<file path="config.mk">
export PLATFORM = sky130hd
export DESIGN_NAME = multicycle_control_unit
export DESIGN_NICKNAME = d
export VERILOG_FILES = /design/src/rtl/multicycle_control_unit.sv
export SDC_FILE = /design/constraint.sdc
export NUM_CORES = 1
export LEC_CHECK = 0
export BUFFER_PORTS_ARGS = -buffer_cell sky130_fd_sc_hd__buf_2
export CAP_MARGIN = 20
export CORE_UTILIZATION = 40
export CTS_BUF_LIST = sky130_fd_sc_hd__clkbuf_8
export CTS_CLUSTER_DIAMETER = 80
export DETAILED_ROUTE_END_ITERATION = 10
export HOLD_SLACK_MARGIN = 0.03
export PLACE_DENSITY = 0.84
export SLEW_MARGIN = 10
export SYNTH_ARGS = -nofsm -noshare
export SYNTH_HDL_FRONTEND = slang
export SYNTH_SLANG_ARGS = --single-unit
</file>
<file path="constraint.sdc">
create_clock -name clk -period 1.4 [get_ports clk]
set_input_delay 0.28 -clock clk [delete_from_list [all_inputs] [get_ports clk]]
set_output_delay 0.28 -clock clk [all_outputs]
set_load 0.005 [all_outputs]
</file>
<file path="src/rtl/multicycle_control_unit.sv">
// ============================================================================
// multicycle_control_unit : Moore FSM sequencing the multicycle MIPS datapath
// Revision: 1.0
// ============================================================================
`default_nettype none

module multicycle_control_unit #(
  parameter int ALUCTRL_W   = 3,
  parameter int SUPPORT_BNE = 1,
  parameter int MEM_WAIT    = 1
) (
  input  logic                 clk,
  input  logic                 reset,
  input  logic [5:0]           op,
  input  logic [5:0]           funct,
  input  logic                 zero,
  input  logic                 mem_ready,
  output logic                 pcen,
  output logic                 iord,
  output logic                 memwrite,
  output logic                 irwrite,
  output logic                 regdst,
  output logic                 memtoreg,
  output logic                 regwrite,
  output logic                 alusrca,
  output logic [1:0]           alusrcb,
  output logic [1:0]           pcsrc,
  output logic [ALUCTRL_W-1:0] alucontrol,
  output logic                 illegal_op,
  output logic [3:0]           state_o
);

  typedef enum logic [3:0] {
    S_FETCH   = 4'd0,
    S_DECODE  = 4'd1,
    S_MEMADR  = 4'd2,
    S_MEMRD   = 4'd3,
    S_MEMWB   = 4'd4,
    S_MEMWR   = 4'd5,
    S_EXECUTE = 4'd6,
    S_ALUWB   = 4'd7,
    S_BRANCH  = 4'd8,
    S_ADDIEX  = 4'd9,
    S_ADDIWB  = 4'd10,
    S_JUMP    = 4'd11
  } state_t;

  localparam logic [5:0] C_OP_RTYPE = 6'b000000;
  localparam logic [5:0] C_OP_J     = 6'b000010;
  localparam logic [5:0] C_OP_BEQ   = 6'b000100;
  localparam logic [5:0] C_OP_BNE   = 6'b000101;
  localparam logic [5:0] C_OP_ADDI  = 6'b001000;
  localparam logic [5:0] C_OP_LW    = 6'b100011;
  localparam logic [5:0] C_OP_SW    = 6'b101011;

  localparam logic [2:0] C_ALU_AND = 3'b000;
  localparam logic [2:0] C_ALU_OR  = 3'b001;
  localparam logic [2:0] C_ALU_ADD = 3'b010;
  localparam logic [2:0] C_ALU_SUB = 3'b110;
  localparam logic [2:0] C_ALU_SLT = 3'b111;

  localparam logic C_BNE_EN   = (SUPPORT_BNE != 0);
  localparam logic C_WAIT_EN  = (MEM_WAIT != 0);

  state_t state_q;
  state_t state_d;

  logic       w_rdy;
  logic       w_is_lw;
  logic       w_is_sw;
  logic       w_is_r;
  logic       w_is_beq;
  logic       w_is_bne;
  logic       w_is_addi;
  logic       w_is_j;
  logic       w_supported;
  logic       w_pcwrite;
  logic       w_br_take;
  logic [2:0] w_alu3;
  logic [2:0] w_funct_alu;

  assign w_rdy = mem_ready | ~C_WAIT_EN;

  assign w_is_lw     = (op == C_OP_LW);
  assign w_is_sw     = (op == C_OP_SW);
  assign w_is_r      = (op == C_OP_RTYPE);
  assign w_is_beq    = (op == C_OP_BEQ);
  assign w_is_bne    = (op == C_OP_BNE) & C_BNE_EN;
  assign w_is_addi   = (op == C_OP_ADDI);
  assign w_is_j      = (op == C_OP_J);
  assign w_supported = w_is_lw | w_is_sw | w_is_r | w_is_beq | w_is_bne
                     | w_is_addi | w_is_j;

  // Unknown funct codes fall back to add; the write-back still happens.
  always_comb begin
    w_funct_alu = C_ALU_ADD;
    unique case (funct)
      6'b100000: w_funct_alu = C_ALU_ADD;
      6'b100010: w_funct_alu = C_ALU_SUB;
      6'b100100: w_funct_alu = C_ALU_AND;
      6'b100101: w_funct_alu = C_ALU_OR;
      6'b101010: w_funct_alu = C_ALU_SLT;
      default:   w_funct_alu = C_ALU_ADD;
    endcase
  end

  always_comb begin
    state_d = S_FETCH;
    unique case (state_q)
      S_FETCH:   state_d = w_rdy ? S_DECODE : S_FETCH;
      S_DECODE: begin
        if (w_is_lw | w_is_sw)          state_d = S_MEMADR;
        else if (w_is_r)                state_d = S_EXECUTE;
        else if (w_is_beq | w_is_bne)   state_d = S_BRANCH;
        else if (w_is_addi)             state_d = S_ADDIEX;
        else if (w_is_j)                state_d = S_JUMP;
        else                            state_d = S_FETCH;
      end
      S_MEMADR:  state_d = w_is_lw ? S_MEMRD : S_MEMWR;
      S_MEMRD:   state_d = w_rdy ? S_MEMWB : S_MEMRD;
      S_MEMWB:   state_d = S_FETCH;
      S_MEMWR:   state_d = w_rdy ? S_FETCH : S_MEMWR;
      S_EXECUTE: state_d = S_ALUWB;
      S_ALUWB:   state_d = S_FETCH;
      S_BRANCH:  state_d = S_FETCH;
      S_ADDIEX:  state_d = S_ADDIWB;
      S_ADDIWB:  state_d = S_FETCH;
      S_JUMP:    state_d = S_FETCH;
      default:   state_d = S_FETCH;
    endcase
  end

  always_ff @(posedge clk) begin
    if (reset) begin
      state_q <= S_FETCH;
    end else begin
      state_q <= state_d;
    end
  end

  always_comb begin
    w_pcwrite  = 1'b0;
    w_br_take  = 1'b0;
    iord       = 1'b0;
    memwrite   = 1'b0;
    irwrite    = 1'b0;
    regdst     = 1'b0;
    memtoreg   = 1'b0;
    regwrite   = 1'b0;
    alusrca    = 1'b0;
    alusrcb    = 2'b00;
    pcsrc      = 2'b00;
    w_alu3     = C_ALU_AND;
    illegal_op = 1'b0;
    unique case (state_q)
      S_FETCH: begin
        alusrcb   = 2'b01;
        w_alu3    = C_ALU_ADD;
        irwrite   = w_rdy;
        w_pcwrite = w_rdy;
      end
      S_DECODE: begin
        alusrcb    = 2'b11;
        w_alu3     = C_ALU_ADD;
        illegal_op = ~w_supported;
      end
      S_MEMADR: begin
        alusrca = 1'b1;
        alusrcb = 2'b10;
        w_alu3  = C_ALU_ADD;
      end
      S_MEMRD: begin
        iord = 1'b1;
      end
      S_MEMWB: begin
        memtoreg = 1'b1;
        regwrite = 1'b1;
      end
      S_MEMWR: begin
        iord     = 1'b1;
        memwrite = 1'b1;
      end
      S_EXECUTE: begin
        alusrca = 1'b1;
        w_alu3  = w_funct_alu;
      end
      S_ALUWB: begin
        regdst   = 1'b1;
        regwrite = 1'b1;
      end
      S_BRANCH: begin
        // IR is stable here, so op still selects beq versus bne.
        alusrca   = 1'b1;
        w_alu3    = C_ALU_SUB;
        pcsrc     = 2'b01;
        w_br_take = w_is_bne ? ~zero : zero;
      end
      S_ADDIEX: begin
        alusrca = 1'b1;
        alusrcb = 2'b10;
        w_alu3  = C_ALU_ADD;
      end
      S_ADDIWB: begin
        regwrite = 1'b1;
      end
      S_JUMP: begin
        pcsrc     = 2'b10;
        w_pcwrite = 1'b1;
      end
      default: begin
        w_pcwrite = 1'b0;
      end
    endcase
  end

  assign pcen    = w_pcwrite | w_br_take;
  assign state_o = state_q;

  generate
    if (ALUCTRL_W > 3) begin : g_alu_pad
      assign alucontrol = {{(ALUCTRL_W-3){1'b0}}, w_alu3};
    end else begin : g_alu_nopad
      assign alucontrol = w_alu3[ALUCTRL_W-1:0];
    end
  endgenerate

endmodule

`default_nettype wire

</file>
==> summary.txt, run 1 <==
simple-gate area share of the yosys netlist: 45.7%
Sink Count: 4
Initial Util: 45.1%
status: did not finish
Post-Synth XOR/XNOR Area: 4.27%
Chip Width: 41.2 um
Mapped Nets: 108
DP Area: 985 sq um
leading area contributor after synthesis: dfxtp_1
Cell Area, Synth: 616 sq um
Yosys warnings: 0
initial antenna violation count: 0
mux cell area share after synthesis: 3.46%
RD Place Congestion: 0.894
Die H: 41.2 um
Post-Place Worst Slack: -0.142 ns
Error: [ERROR DPL-0033] detailed placement checks failed during check placement.
largest net degree at the start of global routing: 9
syn_area_per_cell: 6.69 sq um
post-synthesis adder-cell area fraction: 0%
worst_ep grt: alucontrol[2]
maximum buffer depth of the clock tree: 2
I/O pin count: 36
Rows: 13
Seq/Total Area, Yosys: 13.0%
largest family of logic cells by synthesized area: simple AND/OR/NAND/NOR gates
total CTS buffers: 3
Failed at: global routing
count of different cell masters after synthesis: 40
Compound-Gate Fraction of Synth Area: 26.6%
Mapped Cells: 92
top cell type's share of synthesized area: 13.0%
dpl hpwl: 1690 um
IO buf count: 35
Worst EP kind: output port
ranking of synthesized cells by area: dfxtp_1, nor2_1, a21oi_1, nand2b_1, nor3_2
Yosys reg bits: 4
Root Driver: clkbuf_8
H-tree Lvls: 1
==> repair_timing <==
item                       CTS
pin swaps                   13
hold buffers                 0
gates resized for setup     30
setup buffers                3
setup endpoints to repair   15
==> cell usage after synthesis, drive strengths merged <==
| master | n |
|---|---|
| nor3 | 8 |
| nand4 | 2 |
| or4b | 1 |
| a31oi | 3 |
| a21o | 2 |
| dfxtp | 4 |
| a221oi | 1 |
| o21bai | 3 |
| nor4 | 2 |
| nor4b | 3 |
| mux2i | 1 |
| nor2b | 1 |
| buf | 6 |
| or2 | 2 |
| or3 | 1 |
| and3 | 1 |
| o211ai | 1 |
| o21ai | 3 |
| a21oi | 7 |
| nand3 | 2 |
| a211oi | 1 |
| mux2 | 1 |
| o31a | 1 |
| o21a | 1 |
| xnor2 | 2 |
| a211o | 1 |
| nand2 | 4 |
| nor2 | 14 |
| nor3b | 2 |
| o41ai | 1 |
| inv | 2 |
| xor2 | 1 |
| nor4bb | 1 |
| clkbuf | 1 |
| nand2b | 5 |
==> kinds of logic after synthesis <==
family / Yosys count
flip-flops: 4
buffers and inverters: 9
AO/OA/AOI/OAI: 25
multiplexers: 2
AND/OR/NAND/NOR: 49
XOR/XNOR: 3
==> per-stage QoR <==
stage               setup TNS [ns]  cells  hold slack [ns]  util (%)
detailed placement          -0.454    163            0.654      72.1
floorplan                        0     92            0.481         -
CTS                          -1.05    169            0.438      85.2
global placement            -0.297    163            0.624      72.1
==> inputs of run 2 (changes only) <==
CORE_AREA = 2 2 63 65   (was unset)
CORE_UTILIZATION = unset   (was 40)
CTS_BUF_LIST = unset   (was sky130_fd_sc_hd__clkbuf_8)
CTS_CLUSTER_DIAMETER = unset   (was 80)
DIE_AREA = 0 0 65 67   (was unset)
HOLD_SLACK_MARGIN = unset   (was 0.03)
PLACE_DENSITY = unset   (was 0.84)
PLACE_DENSITY_LB_ADDON = 0.15   (was unset)
==> run 2 against run 1 <==
  * The flow now finishes, with violations (negative setup slack)
  * Synthesized cell count unchanged
  * Synthesized area unchanged
==> summary.txt, run 2 <==
CP Launch Type: register
drt wl/cell: 11.0 um
count of different cell masters after synthesis: 40
Reg2Reg Depth: 6
combinational cell fraction of total power: 33.8%
H-tree Lvls: 1
Post-synth EDFFs: 0
largest net degree at the start of global routing: 9
top-count cell post-synth: nor2_1
Final Hold Viols: 0
drt first pass iters: 4
status: complete, but fails checks
Sw Pwr: 148 uW
DR DRC count: 0
DR vias: 962
crit path DAT: 1.32 ns
Final Cycle Share: 115%
Cell Area, Synth: 616 sq um
Mapped Cells: 92
Antenna diodes: 0
Critical Path End Type: output port
Max Used Layer: met4
ranking of synthesized cells by area: dfxtp_1, nor2_1, a21oi_1, nand2b_1, nor3_2
final max-slew violation count: 0
Slew Limit Headroom: 73.3%
# fillers: 369
worst-margin pin slew: 0.395 ns
GRT Residual Overflow: 0
maximum buffer depth of the clock tree: 2
Leak Pwr: 0.632 nW
top cell type's share of synthesized area: 13.0%
worst r2r src: state_o[2]
Hold Path Origin: reset
number of global-route vias before repair: 908
Worst setup startpoint: state_o[3]
initial antenna violation count: 0
Yosys reg bits: 4
syn_area_per_cell: 6.69 sq um
Initial Util: 17.1%
Tot GR Track Use: 11.3%
RSZ-0062 raised after global routing: yes
Critical Path Sink: alucontrol[2]
share of layout cells above drive strength 1: 66.3%
Pint: 394 uW
drt via density: 4.43
routed length on met2: 1220 um
Routed WL: 2380 um
most frequent cells after synthesis: nor2_1, a21oi_1, nand2b_1, nor3_1
Setup violations, final: 15
Sink Count: 4
violated checks: negative setup slack
Worst EP required: 1.12 ns
clock-pin slew on the worst setup and hold paths: 0.03 ns
I/O pin count: 36
met3 routed WL: 143 um
DP Area: 0.00103 sq mm
clock share of power: 45.0%
maximum clock rate: 624 MHz
die area: 0.00436 sq mm
post-route cell area: 0.00139 sq mm
Yosys warnings: 0
CTS tree: yes
leading area contributor after synthesis: dfxtp_1
first-iteration detailed-routing DRC count: 13
Setup CP Type: register to output port
clock latency on the worst-skew pair: 0.22 ns
min cycle time layout: 1.60 ns
Top FF cell, synth: dfxtp_1
Sw Ratio: 27.3%
total CTS buffers: 3
Clock Skew: 0.00185 ns
worst-path fanout max: 3
Flop pwr share: 21.2%
flop2flop setup slack: -0.10 ns
hold crit path type: input port to register
Seq/Total Area, Yosys: 13.0%
Largest register FFs: 4
Mapped Nets: 108
Final ANT Viol Nets: 0
Rows: 22
hold_buf cts: 0
Die H: 67 um
Post-Place Worst Slack: -0.155 ns
dpl hpwl: 1850 um
first-pass GRT wire length: 3910 um
Root Driver: clkbuf_8
PwrDens: 389 mW/mm^2
async set or reset register ratio after synthesis: 0%
IO buf count: 35
FF-to-FF End: state_o[2]
most frequent cells in the layout: buf_2, buf_4, nor2_1, buf_6, nor3_2
worst setup margin: -0.203 ns
largest vdd supply drop: 0.242 mV
Max-cap violations: 0
RD Place Congestion: 0.715
Layout area overhead: 126%
core area: 0.00361 sq mm
Chip Width: 65 um
Layout Nets: 187
routed length on met1: 988 um
-- run 2: cell counts after synthesis --
No cell type changed its count.
-- run 2: cell type report --
type / count / area (sq um) / area share, %
repair buffers: 81 / 574 / 41.2
multi-input cells: 79 / 616 / 44.2
inverters: 2 / 7.51 / 0.539
flip-flops and latches: 4 / 95.1 / 6.82
well taps: 48 / 60.1 / 4.31
clock buffers: 3 / 41.3 / 2.96
-- run 2: critical path: stages (launching register included) --
cell and delay (ns):
dfxtp_4 0.34, nand2b_4 0.14, or3_4 0.38, o21bai_1 0.12, buf_2 0.13
-- run 2: cells by family after synthesis --
logic type,share of synthesized area [%]
xor gates and xnor gates,4.27
AOI/OAI and AO/OA,26.6
and+or+nand+nor,45.7
DFF,13.0
buffers and inverters,6.91
muxes,3.46
-- run 2: metrics by stage --
step / cells / power [mW] / setup TNS, ns / util (%) / hold slack, ns
4_1_cts: 212 / 0.538 / -1.82 / 36.3 / 0.419
2_1_floorplan: 92 / 0.187 / 0 / - / 0.481
5_1_grt: 217 / 0.577 / -2.42 / 38.7 / 0.378
6_report: 217 / 0.542 / -1.42 / 38.7 / 0.363
3_3_place_gp: 196 / 0.273 / -0.500 / 28.5 / 0.649
3_5_place_dp: 196 / 0.275 / -0.491 / 28.5 / 0.653
-- run 2: worst min-delay path by stage --
stage,end,cells past startpoint
final,state_o[2],3
after global routing,state_o[2],3
after CTS,state_o[0],3
after detailed placement,state_o[0],3
after global placement,state_o[1],3
after floorplan,state_o[0],3
-- run 2: power groups by stage --
stage / clock, mW / combinational, mW / sequential [mW]
4_1_cts: 0.244 / 0.179 / 0.115
6_report: 0.244 / 0.183 / 0.115
5_1_grt: 0.261 / 0.200 / 0.116
3_3_place_gp: 0 / 0.151 / 0.122
3_5_place_dp: 0 / 0.153 / 0.122
2_1_floorplan: 0 / 0.0657 / 0.121
-- run 2: timing repair --
action | 4_1_cts | 5_1_grt
setup endpoints to repair | 14 | 18
buffers inserted | 14 | 7
endpoints found under the hold margin | 0 | 0
gates resized for setup | 34 | 11
pin swaps | 12 | 11
-- run 2: metal layers --
metal,GRT usage (%),vias to the layer above
met2,21.3,28
met1,12.9,435
met3,2.70,5
met4,2.39,0
met5,0,-
li1,-,494
No activity file was read; power rests on OpenSTA's default activity.
